<file path="src/rtl/debounce_pkg.sv">
// debounce_pkg: shared FSM state encoding and default qualification length for input_debouncer
package debounce_pkg;
  localparam int unsigned STABLE_CYCLES_DEF = 4;
  typedef enum logic [1:0] {
    STABLE_LOW  = 2'd0,
    CHECK_HIGH  = 2'd1,
    STABLE_HIGH = 2'd2,
    CHECK_LOW   = 2'd3
  } state_t;
endpackage

</file>
<file path="src/rtl/sync_2ff.sv">
// sync_2ff: two-flop synchronizer bringing an asynchronous level into the clk domain
// ports: clk, sync_reset (sync, active-high, clears both flops), d (async in), q (synchronized out)
module sync_2ff (
  input  logic clk,
  input  logic sync_reset,
  input  logic d,
  output logic q
);
  logic r_meta;
  logic r_q;
  always_ff @(posedge clk) begin
    if (sync_reset) begin
      r_meta <= 1'b0;
      r_q    <= 1'b0;
    end else begin
      r_meta <= d;
      r_q    <= r_meta;
    end
  end
  assign q = r_q;
endmodule

</file>
<file path="src/rtl/input_debouncer.sv">
// input_debouncer: synchronizes raw_in and accepts a new level only after STABLE_CYCLES agreeing samples
// ports: clk, sync_reset (sync, active-high), raw_in (async), enable (freezes FSM/counter when 0),
//        D_out (debounced level), rise_pulse/fall_pulse (one-cycle accept strobes), busy (qualifying)
module input_debouncer
  import debounce_pkg::*;
#(
  parameter int unsigned STABLE_CYCLES = STABLE_CYCLES_DEF,
  parameter int unsigned CNT_W         = 8
) (
  input  logic clk,
  input  logic sync_reset,
  input  logic raw_in,
  input  logic enable,
  output logic D_out,
  output logic rise_pulse,
  output logic fall_pulse,
  output logic busy
);
  localparam logic [CNT_W-1:0] LAST = CNT_W'(STABLE_CYCLES - 1);
  localparam logic [CNT_W-1:0] ONE  = CNT_W'(1);
  logic             w_s;
  state_t           r_state, w_state_nxt;
  logic [CNT_W-1:0] r_cnt, w_cnt_nxt;
  logic             r_d_out, w_d_nxt;
  logic             r_rise, w_rise_nxt;
  logic             r_fall, w_fall_nxt;
  sync_2ff u_sync (
    .clk        (clk),
    .sync_reset (sync_reset),
    .d          (raw_in),
    .q          (w_s)
  );
  // cnt counts agreeing samples already seen; the sample that finds cnt==LAST is the last one needed
  always_comb begin
    w_state_nxt = r_state;
    w_cnt_nxt   = r_cnt;
    w_d_nxt     = r_d_out;
    w_rise_nxt  = 1'b0;
    w_fall_nxt  = 1'b0;
    if (enable) begin
      case (r_state)
        STABLE_LOW: begin
          w_state_nxt = w_s ? CHECK_HIGH : STABLE_LOW;
          w_cnt_nxt   = w_s ? ONE : '0;
        end
        CHECK_HIGH: begin
          if (!w_s) begin
            w_state_nxt = STABLE_LOW;
            w_cnt_nxt   = '0;
          end else if (r_cnt == LAST) begin
            w_state_nxt = STABLE_HIGH;
            w_cnt_nxt   = '0;
            w_d_nxt     = 1'b1;
            w_rise_nxt  = 1'b1;
          end else begin
            w_cnt_nxt = r_cnt + ONE;
          end
        end
        STABLE_HIGH: begin
          w_state_nxt = w_s ? STABLE_HIGH : CHECK_LOW;
          w_cnt_nxt   = w_s ? '0 : ONE;
        end
        CHECK_LOW: begin
          if (w_s) begin
            w_state_nxt = STABLE_HIGH;
            w_cnt_nxt   = '0;
          end else if (r_cnt == LAST) begin
            w_state_nxt = STABLE_LOW;
            w_cnt_nxt   = '0;
            w_d_nxt     = 1'b0;
            w_fall_nxt  = 1'b1;
          end else begin
            w_cnt_nxt = r_cnt + ONE;
          end
        end
        default: begin
          w_state_nxt = STABLE_LOW;
          w_cnt_nxt   = '0;
        end
      endcase
    end
  end
  always_ff @(posedge clk) begin
    if (sync_reset) begin
      r_state <= STABLE_LOW;
      r_cnt   <= '0;
      r_d_out <= 1'b0;
      r_rise  <= 1'b0;
      r_fall  <= 1'b0;
    end else begin
      r_state <= w_state_nxt;
      r_cnt   <= w_cnt_nxt;
      r_d_out <= w_d_nxt;
      r_rise  <= w_rise_nxt;
      r_fall  <= w_fall_nxt;
    end
  end
  assign D_out      = r_d_out;
  assign rise_pulse = r_rise;
  assign fall_pulse = r_fall;
  assign busy       = (r_state == CHECK_HIGH) || (r_state == CHECK_LOW);
endmodule

</file>
<file path="config.mk">
export PLATFORM = sky130hd
export DESIGN_NAME = input_debouncer
export DESIGN_NICKNAME = d
export VERILOG_FILES = /design/src/rtl/debounce_pkg.sv /design/src/rtl/sync_2ff.sv /design/src/rtl/input_debouncer.sv
export SDC_FILE = /design/constraint.sdc
export NUM_CORES = 1
export LEC_CHECK = 0
export CAP_MARGIN = 10
export CORE_MARGIN = 2
export CORE_UTILIZATION = 30
export DETAILED_ROUTE_END_ITERATION = 8
export SLEW_MARGIN = 30
export SYNTH_ARGS = -nofsm -noshare
export SYNTH_HDL_FRONTEND = slang
export SYNTH_SLANG_ARGS = --single-unit
</file>
<file path="constraint.sdc">
create_clock -name clk -period 1.8 [get_ports clk]
set_clock_uncertainty 0.05 [all_clocks]
set_input_delay 0.18 -clock clk [delete_from_list [all_inputs] [get_ports clk]]
set_output_delay 0.18 -clock clk [all_outputs]
set_load 0.005 [all_outputs]
</file>
==> metrics.txt <==
# TYPE chip_impl_metric gauge
chip_impl_info{name="outcome",value="finished clean"} 1
chip_impl_metric{name="finalHoldViolCount",unit=""} 0
chip_impl_metric{name="grt_antenna_before_repair",unit=""} 0
chip_impl_metric{name="postCtsSetupBuffers",unit=""} 0
chip_impl_metric{name="boundaryPins",unit=""} 8
chip_impl_metric{name="placedInstanceArea",unit="sq um"} 835
chip_impl_metric{name="via_count",unit=""} 658
chip_impl_info{name="clock_tree.root_cell",value="clkbuf_4"} 1
chip_impl_metric{name="drt_drc_violations_left",unit=""} 0
chip_impl_metric{name="power-per-cell-area",unit="nW/um^2"} 650
chip_impl_metric{name="critical-path-max-stage-delay",unit="ps"} 440
chip_impl_metric{name="area_of_the_die",unit="sq um"} 2820
chip_impl_metric{name="cts_resized",unit=""} 0
chip_impl_metric{name="fp.coreArea",unit="sq um"} 2250
chip_impl_metric{name="placementRows",unit=""} 17
chip_impl_metric{name="power_share_of_the_sequential_group",unit="%"} 59.7
chip_impl_info{name="cpLargestDelayFamily",value="compound AO/OA/AOI/OAI gates"} 1
chip_impl_metric{name="routed_wl",unit="microns"} 1620
chip_impl_info{name="worst_setup_path_end_kind",value="register"} 1
chip_impl_metric{name="setup_total_negative_slack",unit="ps"} 0
chip_impl_metric{name="postLayoutSetupSlackWorst",unit="ps"} 98.4
chip_impl_info{name="cts_tree",value="yes"} 1
chip_impl_info{name="critical_setup_path_class",value="reg2reg"} 1
chip_impl_metric{name="vias_per_cell",unit=""} 5.58
chip_impl_metric{name="final_nets",unit=""} 96
chip_impl_metric{name="worstPathBufferInverterCount",unit=""} 0
chip_impl_metric{name="critPathMaxFanout",unit=""} 5
chip_impl_metric{name="final_max_slew_viol_count",unit=""} 0
chip_impl_metric{name="synthesis.nets",unit=""} 85
chip_impl_metric{name="netlist_area",unit="sq um"} 723
chip_impl_metric{name="pre_cts_slack",unit="ps"} 67.9
chip_impl_metric{name="final_worst_path_period_need",unit="ps"} 1700
chip_impl_metric{name="async_flop_share",unit="%"} 0
chip_impl_metric{name="worst_ep_required_time",unit="ps"} 1980
chip_impl_metric{name="cts_hold_buf",unit=""} 0
chip_impl_metric{name="die_y",unit="microns"} 53.1
chip_impl_metric{name="p_sw_share",unit="%"} 22.9
chip_impl_metric{name="drtAntennaViolNets",unit=""} 0
chip_impl_metric{name="worst_hold_slack",unit="ps"} 396
chip_impl_metric{name="gp_congestion",unit=""} 0.782
chip_impl_metric{name="tritoncts.num_buffers",unit=""} 3
chip_impl_metric{name="synth.avg_cell_area",unit="sq um"} 9.04
chip_impl_metric{name="vdd_drop_max",unit="mV"} 0.379
chip_impl_info{name="cpMaxStageDelayCell",value="or3_4"} 1
chip_impl_metric{name="grt_pass1_wl",unit="microns"} 2750
chip_impl_metric{name="combinationalPowerShare",unit="%"} 6.4
chip_impl_metric{name="clk_pin_slew",unit="ps"} 90
chip_impl_metric{name="synth_sequential_area_ratio",unit="%"} 41.5
chip_impl_metric{name="numClockSinks",unit=""} 15
chip_impl_metric{name="portBuffers",unit=""} 7
chip_impl_metric{name="grt_start_max_net_pins",unit=""} 16
chip_impl_metric{name="fraction_of_final_layout_cells_sized_beyond_drive_strength_1",unit="%"} 13.3
chip_impl_metric{name="synth_enable_flop_cells",unit=""} 0
chip_impl_metric{name="p_int",unit="mW"} 0.437
chip_impl_metric{name="start_util",unit="%"} 32.1
chip_impl_metric{name="synth-seq-cells",unit=""} 15
chip_impl_metric{name="fmax",unit="MHz"} 588
chip_impl_metric{name="place.detailed.hpwl",unit="microns"} 1100
chip_impl_metric{name="cts_buffer_depth",unit=""} 2
chip_impl_metric{name="synth_cell_types",unit=""} 34
chip_impl_info{name="grt_setup_unrepaired",value="no"} 1
chip_impl_metric{name="overflow",unit=""} 0
chip_impl_info{name="path_cells",value="xnor2_1, or3_4, a311oi_1, o22a_2"} 1
chip_impl_metric{name="share_of_power_burned_in_the_clock_network",unit="%"} 33.9
chip_impl_metric{name="fin_area",unit="sq um"} 871
chip_impl_metric{name="antenna-diode-count",unit=""} 0
chip_impl_info{name="min-delay-path-class",value="reg2reg"} 1
chip_impl_metric{name="dr.first_iter.drc_count",unit=""} 11
chip_impl_metric{name="worst_skew_pair.late_latency",unit="ps"} 280
chip_impl_metric{name="max_cap_violations",unit=""} 0
chip_impl_metric{name="netSwitchingPower",unit="mW"} 0.129
chip_impl_metric{name="via_count_of_the_first_global_routing_pass",unit=""} 605
chip_impl_metric{name="setup-violations-final",unit=""} 0
chip_impl_metric{name="leakagePower",unit="nW"} 0.277
chip_impl_metric{name="timing.max_slew.rel_slack",unit="%"} 61.4
chip_impl_metric{name="yosysWarningCount",unit=""} 0
chip_impl_metric{name="critPathArrivalTime",unit="ps"} 1880
chip_impl_metric{name="syn_inst",unit=""} 80
chip_impl_metric{name="h_tree_levels",unit=""} 1
chip_impl_metric{name="grt_use_total",unit="%"} 13.4
chip_impl_metric{name="die_x",unit="microns"} 53.1
chip_impl_metric{name="area.growth.synth_to_final",unit="%"} 20.4
chip_impl_metric{name="finalCritPeriodShare",unit="%"} 94.5
chip_impl_metric{name="worstMarginPinSlew",unit="ps"} 575
chip_impl_info{name="worstSetupStartpointType",value="register"} 1
chip_impl_metric{name="avgRoutedWirePerCell",unit="microns"} 13.7
chip_impl_metric{name="drt_first_pass_iters",unit=""} 4
chip_impl_info{name="primary_flip_flop_cell_chosen_by_synthesis_mapping",value="dfxtp_1"} 1
==> synth_stat cells, types with 2 or more instances <==
cell type | number | share of area (%)
nand2_1 | 7 | 3.6
nor2b_1 | 2 | 1.7
and3_1 | 2 | 1.7
nor4_1 | 3 | 2.6
o21ai_0 | 3 | 2.1
o211ai_1 | 2 | 2.1
nor3_1 | 2 | 1.4
nand4b_1 | 2 | 2.4
o31ai_1 | 3 | 3.1
clkbuf_1 | 3 | 1.6
a21oi_1 | 3 | 2.1
nor2_1 | 2 | 1.0
nand3_1 | 6 | 4.2
a31oi_1 | 2 | 1.7
inv_1 | 4 | 2.1
dfxtp_1 | 15 | 42
xnor2_1 | 2 | 2.4
==> cells by family (layout without fill, tap and decap cells) <==
kind of cell    count (synthesis)  after routing  share of synthesized area (%)
flops                          15             15                           41.5
simple gates                   33             33                           28.5
xor+xnor                        2              2                           2.42
buf+inv                         8             18                           4.32
compound gates                 21             21                           21.5
fa+ha+maj                       1              1                           1.73
==> metal layers <==
metal  share of wire, %  GRT usage (%)  vias to the layer above
met5                  0              0                        -
met4                  0           8.12                        0
met3               0.93          0.847                        0
met2                 51           19.8                        6
met1                 48           18.8                      326
li1                   -              -                      326
==> placed cells by master (no fill, tap or decap), types with 3 or more instances in the layout <==
cell type,count
nand2_1,7
clkdlybuf4s50_1,7
nor4_1,3
o31ai_1,3
a21oi_1,3
buf_4,3
nand3_1,6
inv_1,4
clkbuf_4,3
o21ai_0,3
dfxtp_1,15
==> per-stage QoR <==
step / power, mW / utilization [%] / cells
detailed placement: 0.381 / 37.0 / 114
floorplan: 0.362 / - / 80
CTS: 0.576 / 38.2 / 118
finish: 0.566 / 38.6 / 118
global route: 0.592 / 38.6 / 118
global placement: 0.381 / 37.0 / 114
==> cell type report <==
type	count	area, sq um
inverters	4	15.0
fillers	240	1380
repair buffers	10	92.6
multi-input cells	57	402
well taps	28	35.0
clock buffers	4	26.3
flip-flops and latches	15	300
==> flip-flops by register name (all words and copies together) (netlist names), named ones only <==
name	count
r_cnt	8
D_out	1
fall_pulse	1
r_state	1
rise_pulse	1
u_sync.q	1
u_sync.r_meta	1
==> power by group through the flow <==
stage | clock network [mW] | logic (mW) | registers, mW
after floorplan | 0 | 0.0170 | 0.345
after global placement | 0 | 0.0349 | 0.346
after detailed placement | 0 | 0.0349 | 0.346
after CTS | 0.203 | 0.0354 | 0.338
after global routing | 0.213 | 0.0400 | 0.339
final | 0.192 | 0.0361 | 0.338
==> final timing paths <==
kind	startpoint	end	slack, ps	depth (start not counted)
max	register	r_cnt[7]$_SDFFE_PP0P_	100	4
min	u_sync.r_meta$_SDFF_PP0_	u_sync.q$_SDFF_PP0_	400	1
max reg2reg	register	r_cnt[7]$_SDFFE_PP0P_	100	4
min reg2reg	u_sync.r_meta$_SDFF_PP0_	u_sync.q$_SDFF_PP0_	400	1
No activity file was read; power rests on OpenSTA's default activity.
